## src/rtl/calc_pkg.sv

```systemverilog
// calc_pkg: constants and types shared by the calculator's datapath blocks.
package calc_pkg;
    localparam int DW_DEF = 8;
    localparam int VW_DEF = 4;
    // A divide by zero saturates the quotient by filling every bit with this value.
    localparam logic Q_SAT_BIT = 1'b1;
    typedef enum logic [1:0] {IDLE, CALC, DONE} div_state_e;
endpackage

```

## src/rtl/div_step.sv

```systemverilog
// div_step: one restoring-division step (shift in a dividend bit, then trial-subtract).
module div_step #(
    parameter int VW = 4
) (
    input  logic [VW:0]   rem_i,
    input  logic          bit_i,
    input  logic [VW-1:0] divisor_i,
    output logic [VW:0]   rem_o,
    output logic          qbit_o
);
    logic [VW+1:0] sh;
    assign sh     = {rem_i, bit_i};
    assign qbit_o = sh >= {2'b00, divisor_i};
    assign rem_o  = (VW+1)'(qbit_o ? sh - {2'b00, divisor_i} : sh);
endmodule

```

## src/rtl/seq_divider.sv

```systemverilog
// seq_divider: unsigned restoring divider that produces one quotient bit per clock.
module seq_divider
    import calc_pkg::*;
#(
    parameter int DW = DW_DEF,
    parameter int VW = VW_DEF
) (
    input  logic          clk,
    input  logic          rst_n,
    input  logic          start,
    input  logic [DW-1:0] dividend,
    input  logic [VW-1:0] divisor,
    output logic          busy,
    output logic          done,
    output logic [DW-1:0] quotient,
    output logic [VW-1:0] remainder,
    output logic          div_by_zero
);
    localparam int CW = $clog2(DW);
    div_state_e    state_q;
    logic [CW-1:0] cnt_q;
    logic [DW-1:0] dvd_q;
    logic [VW-1:0] dvs_q;
    logic [VW:0]   rem_q, rem_d;
    logic          qbit_d;
    logic [DW-1:0] quotient_q;
    logic [VW-1:0] remainder_q;
    logic          busy_q, done_q, dbz_q;
    div_step #(.VW(VW)) u_step (
        .rem_i     (rem_q),
        .bit_i     (dvd_q[DW-1]),
        .divisor_i (dvs_q),
        .rem_o     (rem_d),
        .qbit_o    (qbit_d)
    );
    // dvd_q shifts the dividend out of its MSB while quotient bits enter at the LSB.
    always_ff @(posedge clk or negedge rst_n) begin
        if (!rst_n) begin
            state_q     <= IDLE;
            cnt_q       <= '0;
            dvd_q       <= '0;
            dvs_q       <= '0;
            rem_q       <= '0;
            quotient_q  <= '0;
            remainder_q <= '0;
            busy_q      <= 1'b0;
            done_q      <= 1'b0;
            dbz_q       <= 1'b0;
        end else begin
            done_q <= 1'b0;
            case (state_q)
                IDLE: if (start) begin
                    if (divisor != '0) begin
                        dvd_q   <= dividend;
                        dvs_q   <= divisor;
                        rem_q   <= '0;
                        cnt_q   <= CW'(DW-1);
                        busy_q  <= 1'b1;
                        state_q <= CALC;
                    end else begin
                        quotient_q  <= {DW{Q_SAT_BIT}};
                        remainder_q <= '0;
                        dbz_q       <= 1'b1;
                        done_q      <= 1'b1;
                        state_q     <= DONE;
                    end
                end
                CALC: begin
                    rem_q <= rem_d;
                    dvd_q <= {dvd_q[DW-2:0], qbit_d};
                    if (cnt_q == '0) begin
                        quotient_q  <= {dvd_q[DW-2:0], qbit_d};
                        remainder_q <= rem_d[VW-1:0];
                        dbz_q       <= 1'b0;
                        busy_q      <= 1'b0;
                        done_q      <= 1'b1;
                        state_q     <= DONE;
                    end else begin
                        cnt_q <= cnt_q - 1'b1;
                    end
                end
                default: state_q <= IDLE;
            endcase
        end
    end
    assign busy        = busy_q;
    assign done        = done_q;
    assign quotient    = quotient_q;
    assign remainder   = remainder_q;
    assign div_by_zero = dbz_q;
endmodule

```

## config.mk

```make
export PLATFORM = sky130hd
export DESIGN_NAME = seq_divider
export DESIGN_NICKNAME = d
export VERILOG_FILES = /design/src/rtl/calc_pkg.sv /design/src/rtl/div_step.sv /design/src/rtl/seq_divider.sv
export SDC_FILE = /design/constraint.sdc
export NUM_CORES = 1
export LEC_CHECK = 0
export CAP_MARGIN = 20
export CORE_UTILIZATION = 48
export CTS_CLUSTER_SIZE = 8
export DETAILED_ROUTE_END_ITERATION = 10
export GPL_TIMING_DRIVEN = 0
export PLACE_DENSITY = 0.73
export SLEW_MARGIN = 0
export SYNTH_ARGS = -nofsm -noshare
export SYNTH_HDL_FRONTEND = slang
export SYNTH_HIERARCHICAL = 1
export SYNTH_SLANG_ARGS = --single-unit
```

## constraint.sdc

```tcl
create_clock -name clk -period 3.4 [get_ports clk]
set_input_delay 0.68 -clock clk [delete_from_list [all_inputs] [get_ports clk]]
set_output_delay 0.68 -clock clk [all_outputs]
set_load 0.005 [all_outputs]
```

==> metrics, run 1 <==
GR Util met1=32.0%; pre-CTS WS=839 ps; Routability Congestion=around 0.84; combinational fraction of design power=49.7%; post-CTS setup buffer count=0; worst path buffer plus inverter count=2; status=finished, final reports clean; fin crit share=76.4%; DR DRC count=0; CTS tree=done; pwr dens=1040 nW/um^2; worst stage delay on the critical path=approximately 570 ps; Tmin final=2600 ps; final max-slew violation count=0; GRT Total Usage=23.1%; vias per cell=5.65; drt total wl=4.13 mm; largest net degree at the start of global routing=38; multi-input gate area in the final layout=approximately 880 sq um; f_max=0.385 GHz; Hold-fix buffers, CTS=0; clk sinks=37; Register Area=926 sq um; detailed-route via count=approximately 1.5k; gr ovfl total=0; relative slew slack=45.5%; Seq cells post-synth=37; die footprint=4200 sq um; Yosys cell types=40; Clock transition at path regs=about 80 ps; initial drt markers=94; critical path class=reg2reg; RSZ-0062 raised after global routing=false; Seq/Total Area, Yosys=48.9%; Clock power frac=18.1%; peak-usage layer in the global routing report=met2; Critical Path Source Type=flop; synth top area cells=dfrtp_1, nor3_1, ha_1; r2r worst-path depth=8; Psw=0.000901 W; n_diodes=0; hpwl dp=3.11 mm; wire per inst=15.4 microns; peak supply drop=0.000421 V; Ports=30; Worst Hold Class=in2async; most frequent cells in the layout=dfrtp_1, clkdlybuf4s50_1, nor3_1; Core ar.=roughly 3700 sq um; Fin. Hold Viols=0; Chip Width=64.8 microns; leading cell type in the layout, fill and taps excluded=dfrtp_1; clk buf depth=2; M2 GR Usage=34.8%; Final Util=63.9%; internal power=around 0.0016 W; H-tree level count=2; met3 global-route usage=6.87%; Max Cap Viol=0; most frequent CP cell=inv_1; CP max-delay cell=a2111oi_4; Initial Util=51.0%; synthesis-to-layout area growth=25.3%; Worst EP required=3580 ps; share of the synthesized area in the top cell type=48.9%; clock skew=7.62 ps; Seq pwr share=approximately 32%; number of global-route vias before repair=approximately 1.5k; reg2reg end=rem_q[1]$_DFFE_PN0P_; top cell family by delay on the critical path=compound AO/OA/AOI/OAI gates; Net Count, Synth=206; I/O Buffers=29; total CTS buffers=5; cells after synthesis=184; Crit Path Max Fanout=8; CP endpoint kind=flop; number of antenna violations at the first check in global routing=0; crit path to=rem_q[1]$_DFFE_PN0P_; Pleak=~1 nW; synthesized area=roughly 1900 sq um; crit path from=dvd_q[7]$_DFFE_PN0P_; DR pass1 iterations=4; clk root buf=clkbuf_8; die height=approximately 65 microns; Sw Ratio=approximately 36%; Clk Latency, worst-skew pair=a little under 300 ps; TNS Setup=0 ps; Finish-stage setup viols=0; post-route antenna net violation count=0; Final nets=242; share of layout cells above drive strength 1=13.1%; first-pass GRT wire length=7.25 mm; worst r2r src=dvd_q[7]$_DFFE_PN0P_; Synth area leader=dfrtp_1; worst endpoint data arrival time=2780 ps; Final WS setup=801 ps; total stage count of the critical path=8; R2R setup slack=roughly 800 ps; syn_area_per_cell=between 10 and 15 sq um; cells along the critical path=inv_1 -> ha_1 -> inv_1 -> fa_1 -> a21o_2 -> a2111oi_4 -> mux2_4 -> a22o_1; Rows=22; # resized after CTS=0; Worst Tran Pin Value=817 ps; synth warn=6; Fill cells=314
cells in the mapped netlist, drive strengths merged:
master / n
dfrtp: 37
nor3: 22
nand2: 18
nor2: 14
inv: 10
a22oi: 7
o21ai: 7
buf: 6
ha: 6
a21o: 5
a22o: 5
clkbuf: 5
mux2: 5
o32ai: 5
a21oi: 4
nand2b: 4
mux2i: 3
o22ai: 3
a2111oi: 1
a211o: 1
a31oi: 1
a41o: 1
and2: 1
fa: 1
nand4bb: 1
nor2b: 1
nor3b: 1
nor4: 1
nor4b: 1
nor4bb: 1
o21ba: 1
o41ai: 1
or2: 1
or4: 1
xnor2: 1
xor2: 1
flip-flops by register name (all words and copies together) (netlist names):
signal       flops
busy             1
cnt_q            3
div_by_zero      1
done             1
dvd_q            8
dvs_q            4
quotient         8
rem_q            5
remainder        4
state_q          2
layer usage:
metal,vias to the layer above,share of wire [%]
met1,739,47
met2,44,47
met4,0,0.44
li1,734,-
met5,-,0
met3,2,4.8
how the worst min path moves through the flow:
stage               cells after the start  slack, ps                       to               startpoint
detailed placement                      2        480  div_by_zero$_DFFE_PN0P_  div_by_zero$_DFFE_PN0P_
global placement                        2        460  div_by_zero$_DFFE_PN0P_  div_by_zero$_DFFE_PN0P_
finish                                  1        470  quotient[1]$_DFFE_PN0P_                    rst_n
global route                            1        520     rem_q[4]$_DFFE_PN0P_     rem_q[4]$_DFFE_PN0P_
floorplan                               0        380         busy$_DFFE_PN0P_                    rst_n
CTS                                     1        490  quotient[1]$_DFFE_PN0P_                    rst_n
metrics by stage:
stage | instance area [sq um] | hold slack (ps) | instances | power [W]
global route | 2370 | 524 | 269 | 0.00268
floorplan | 1890 | 384 | 184 | 0.00163
finish | 2370 | 474 | 269 | 0.00248
CTS | 2370 | 491 | 269 | 0.00249
global placement | 2240 | 460 | 261 | 0.00196
detailed placement | 2240 | 482 | 261 | 0.00204
cells by family after synthesis:
family / after synthesis / share of synthesized area, %
buffers and inverters: 21 / 4.49
multiplexers: 8 / 4.76
AO/OA/AOI/OAI: 42 / 18.4
adder cells (fa/ha/maj): 7 / 5.02
AND/OR/NAND/NOR: 67 / 17.6
XOR/XNOR: 2 / 0.925
flip-flops: 37 / 48.9
final cells by class:
type	count	area share (%)
sequential	37	39.0
tap	48	2.53
clock inverter	3	2.74
buffer	11	2.00
timing repair buffer	29	12.0
multi-input combinational	126	37.2
inverter	10	1.58
clock buffer	5	2.90
power groups by stage:
stage	Combinational [W]	Clock, W	Sequential [W]
2_1_floorplan	0.000850	0	0.000779
3_3_place_gp	0.00117	0	0.000790
3_5_place_dp	0.00123	0	0.000808
4_1_cts	0.00123	0.000457	0.000800
5_1_grt	0.00137	0.000484	0.000828
6_report	0.00123	0.000448	0.000799
Note: power is estimated with default switching activity, not from simulation.
==> run 2: changes to the inputs <==
- clock period: 3.4 -> 2.5 ns (I/O delays scaled with it)
==> metrics, run 2 (synthesized netlist as in run 1, its figures left out) <==
status=finished, final reports clean; largest net degree at the start of global routing=38 (unchanged); Initial Util=51.0% (unchanged); CP endpoint kind=flop; Fin. Hold Viols=0 (unchanged); Clock transition at path regs=80 ps (about the same); Tmin final=2350 ps (-252 ps); leading cell type in the layout, fill and taps excluded=dfrtp_1; Final nets=244 (+0.83%); Top Layer Used=met4; Critical Path Source Type=flop; cell area after layout=2390 sq um (+0.90%); clk root buf=clkbuf_8; clk buf depth=2 (unchanged); reg2reg end=rem_q[1]$_DFFE_PN0P_; Rows=22 (unchanged); Final WS setup=153 ps (-648 ps); R2R setup slack=150 ps (-650 ps); vias per cell=5.65 (about the same); number of antenna violations at the first check in global routing=0 (unchanged); Chip Width=64.8 microns (unchanged); Post-DP Area=2240 sq um (unchanged); total CTS buffers=5 (unchanged); r2r worst-path depth=8 (unchanged); Clk Latency, worst-skew pair=290 ps (about the same); pre-CTS WS=-61.5 ps (-900 ps); Crit Path Max Fanout=3 (-5); most frequent cells in the layout=dfrtp_1, clkdlybuf4s50_1, nor3_1; Pleak=1.03 nW (+1.0%); CTS tree=done; worst r2r src=dvd_q[7]$_DFFE_PN0P_; clk sinks=37 (unchanged); hpwl dp=3.11 mm (unchanged); fin crit share=93.9% (+17 points); clock skew=8.17 ps (+0.558 ps); H-tree level count=2 (unchanged); Ports=30 (unchanged); die height=64.8 microns (unchanged); initial drt markers=116 (+23%); post-route antenna net violation count=0 (unchanged); met1 wire length=1.94 mm (-0.92%); n_diodes=0 (unchanged); number of global-route vias before repair=1513 (+0.40%); Core ar.=3720 sq um (unchanged); cells along the critical path=inv_1 -> ha_1 -> inv_1 -> fa_2 -> a21o_2 -> a2111oi_4 -> mux2_4 -> a22o_1; most frequent CP cell=inv_1; Worst EP required=2680 ps (-900 ps); pwr dens=1440 nW/um^2 (+38%); relative slew slack=45.9% (+0.40 points); drt total wl=4.16 mm (+0.58%); first-pass GRT wire length=7.29 mm (+0.48%); GRT Total Usage=23.2% (+0.11 points); Hold-fix buffers, CTS=0 (unchanged); Max Cap Viol=0 (unchanged); CP max-delay cell=a2111oi_4; Routability Congestion=0.838 (unchanged); met3 WL=201 microns (+2.0%); worst endpoint data arrival time=2530 ps (-250 ps); DR pass1 iterations=4 (unchanged); Fill cells=313 (-0.32%); f_max=0.426 GHz (+11%); Worst Tran Pin Value=812 ps (-5.97 ps); RSZ-0062 raised after global routing=false; synthesis-to-layout area growth=26.4%; DR DRC count=0 (unchanged); Worst Hold Class=in2async; critical path class=reg2reg; die footprint=4200 sq um (unchanged); gr ovfl total=0 (unchanged); detailed-route via count=1530 (+0.72%); Finish-stage setup viols=0 (unchanged); metal2 WL=2.00 mm (+1.9%); wire per inst=15.3 microns (-0.16%); I/O Buffers=29 (unchanged); share of layout cells above drive strength 1=14.8% (+1.7 points); peak supply drop=0.000597 V (+42%); worst stage delay on the critical path=420 ps (-150 ps); final max-slew violation count=0 (unchanged)
==> run 2: cell types whose count changed in the layout (fill, tap and decap cells not counted), sizes merged <==
| cell | delta |
|---|---|
| buf | +2 |
==> run 2: through the flow <==
step	TNS (ps)	total power [W]	util [%]	hold WS (ps)	instances
after floorplan	0	0.00222	-	204	184
after global placement	-22.1	0.00267	60.4	460	261
after detailed placement	-61.5	0.00278	60.3	482	261
after CTS	0	0.00341	64.1	311	270
after global routing	0	0.00372	64.4	356	271
final	0	0.00345	64.4	291	271
==> run 2: metal layers <==
| layer | up-vias | global-route usage [%] |
|---|---|---|
| met5 | - | 0 |
| met4 | 0 | 6.94 |
| met3 | 2 | 6.87 |
| met2 | 43 | 35.0 |
| met1 | 747 | 32.1 |
| li1 | 738 | - |
==> run 2: worst max path at each step <==
stage,depth (start not counted),from,to
final,8,dvd_q[7]$_DFFE_PN0P_,rem_q[1]$_DFFE_PN0P_
after global routing,9,dvd_q[7]$_DFFE_PN0P_,rem_q[3]$_DFFE_PN0P_
after CTS,9,dvd_q[7]$_DFFE_PN0P_,rem_q[3]$_DFFE_PN0P_
after detailed placement,8,dvd_q[7]$_DFFE_PN0P_,rem_q[1]$_DFFE_PN0P_
after global placement,8,dvd_q[7]$_DFFE_PN0P_,rem_q[1]$_DFFE_PN0P_
after floorplan,8,dvd_q[7]$_DFFE_PN0P_,rem_q[1]$_DFFE_PN0P_
==> run 2: worst max-delay path, delay by kind of cell, from the launching register on <==
kind                       cells  cell delay, ps
AOI/OAI and AO/OA              3             870
adders and majority gates      2             490
DFF                            1             400
muxes                          1             340
buffers and inverters          2             130
==> run 2: final cells by class <==
type	instances	area, sq um	area share (%)
inverters	10	37.5	1.57
clock inverters	3	65.1	2.72
well taps	48	60.1	2.51
plain buffers	11	47.5	1.99
multi-input cells	126	890	37.1
flip-flops and latches	37	926	38.7
clock buffers	5	68.8	2.87
repair buffers	31	300	12.5
==> run 2: report_power, final <==
group          total, W  leakage [nW]  switching (W)  internal [W]
clock          0.000610        0.0681       0.000214      0.000396
combinational   0.00175         0.550       0.000841      0.000913
sequential      0.00109         0.415       0.000201      0.000885
total           0.00345          1.03        0.00126       0.00219
==> run 2: timing repair <==
action	in CTS	in global routing
resized for setup	0	5
setup buffers	1	1
setup endpoints to repair	3	7
pin swaps	1	1
cloned	0	0
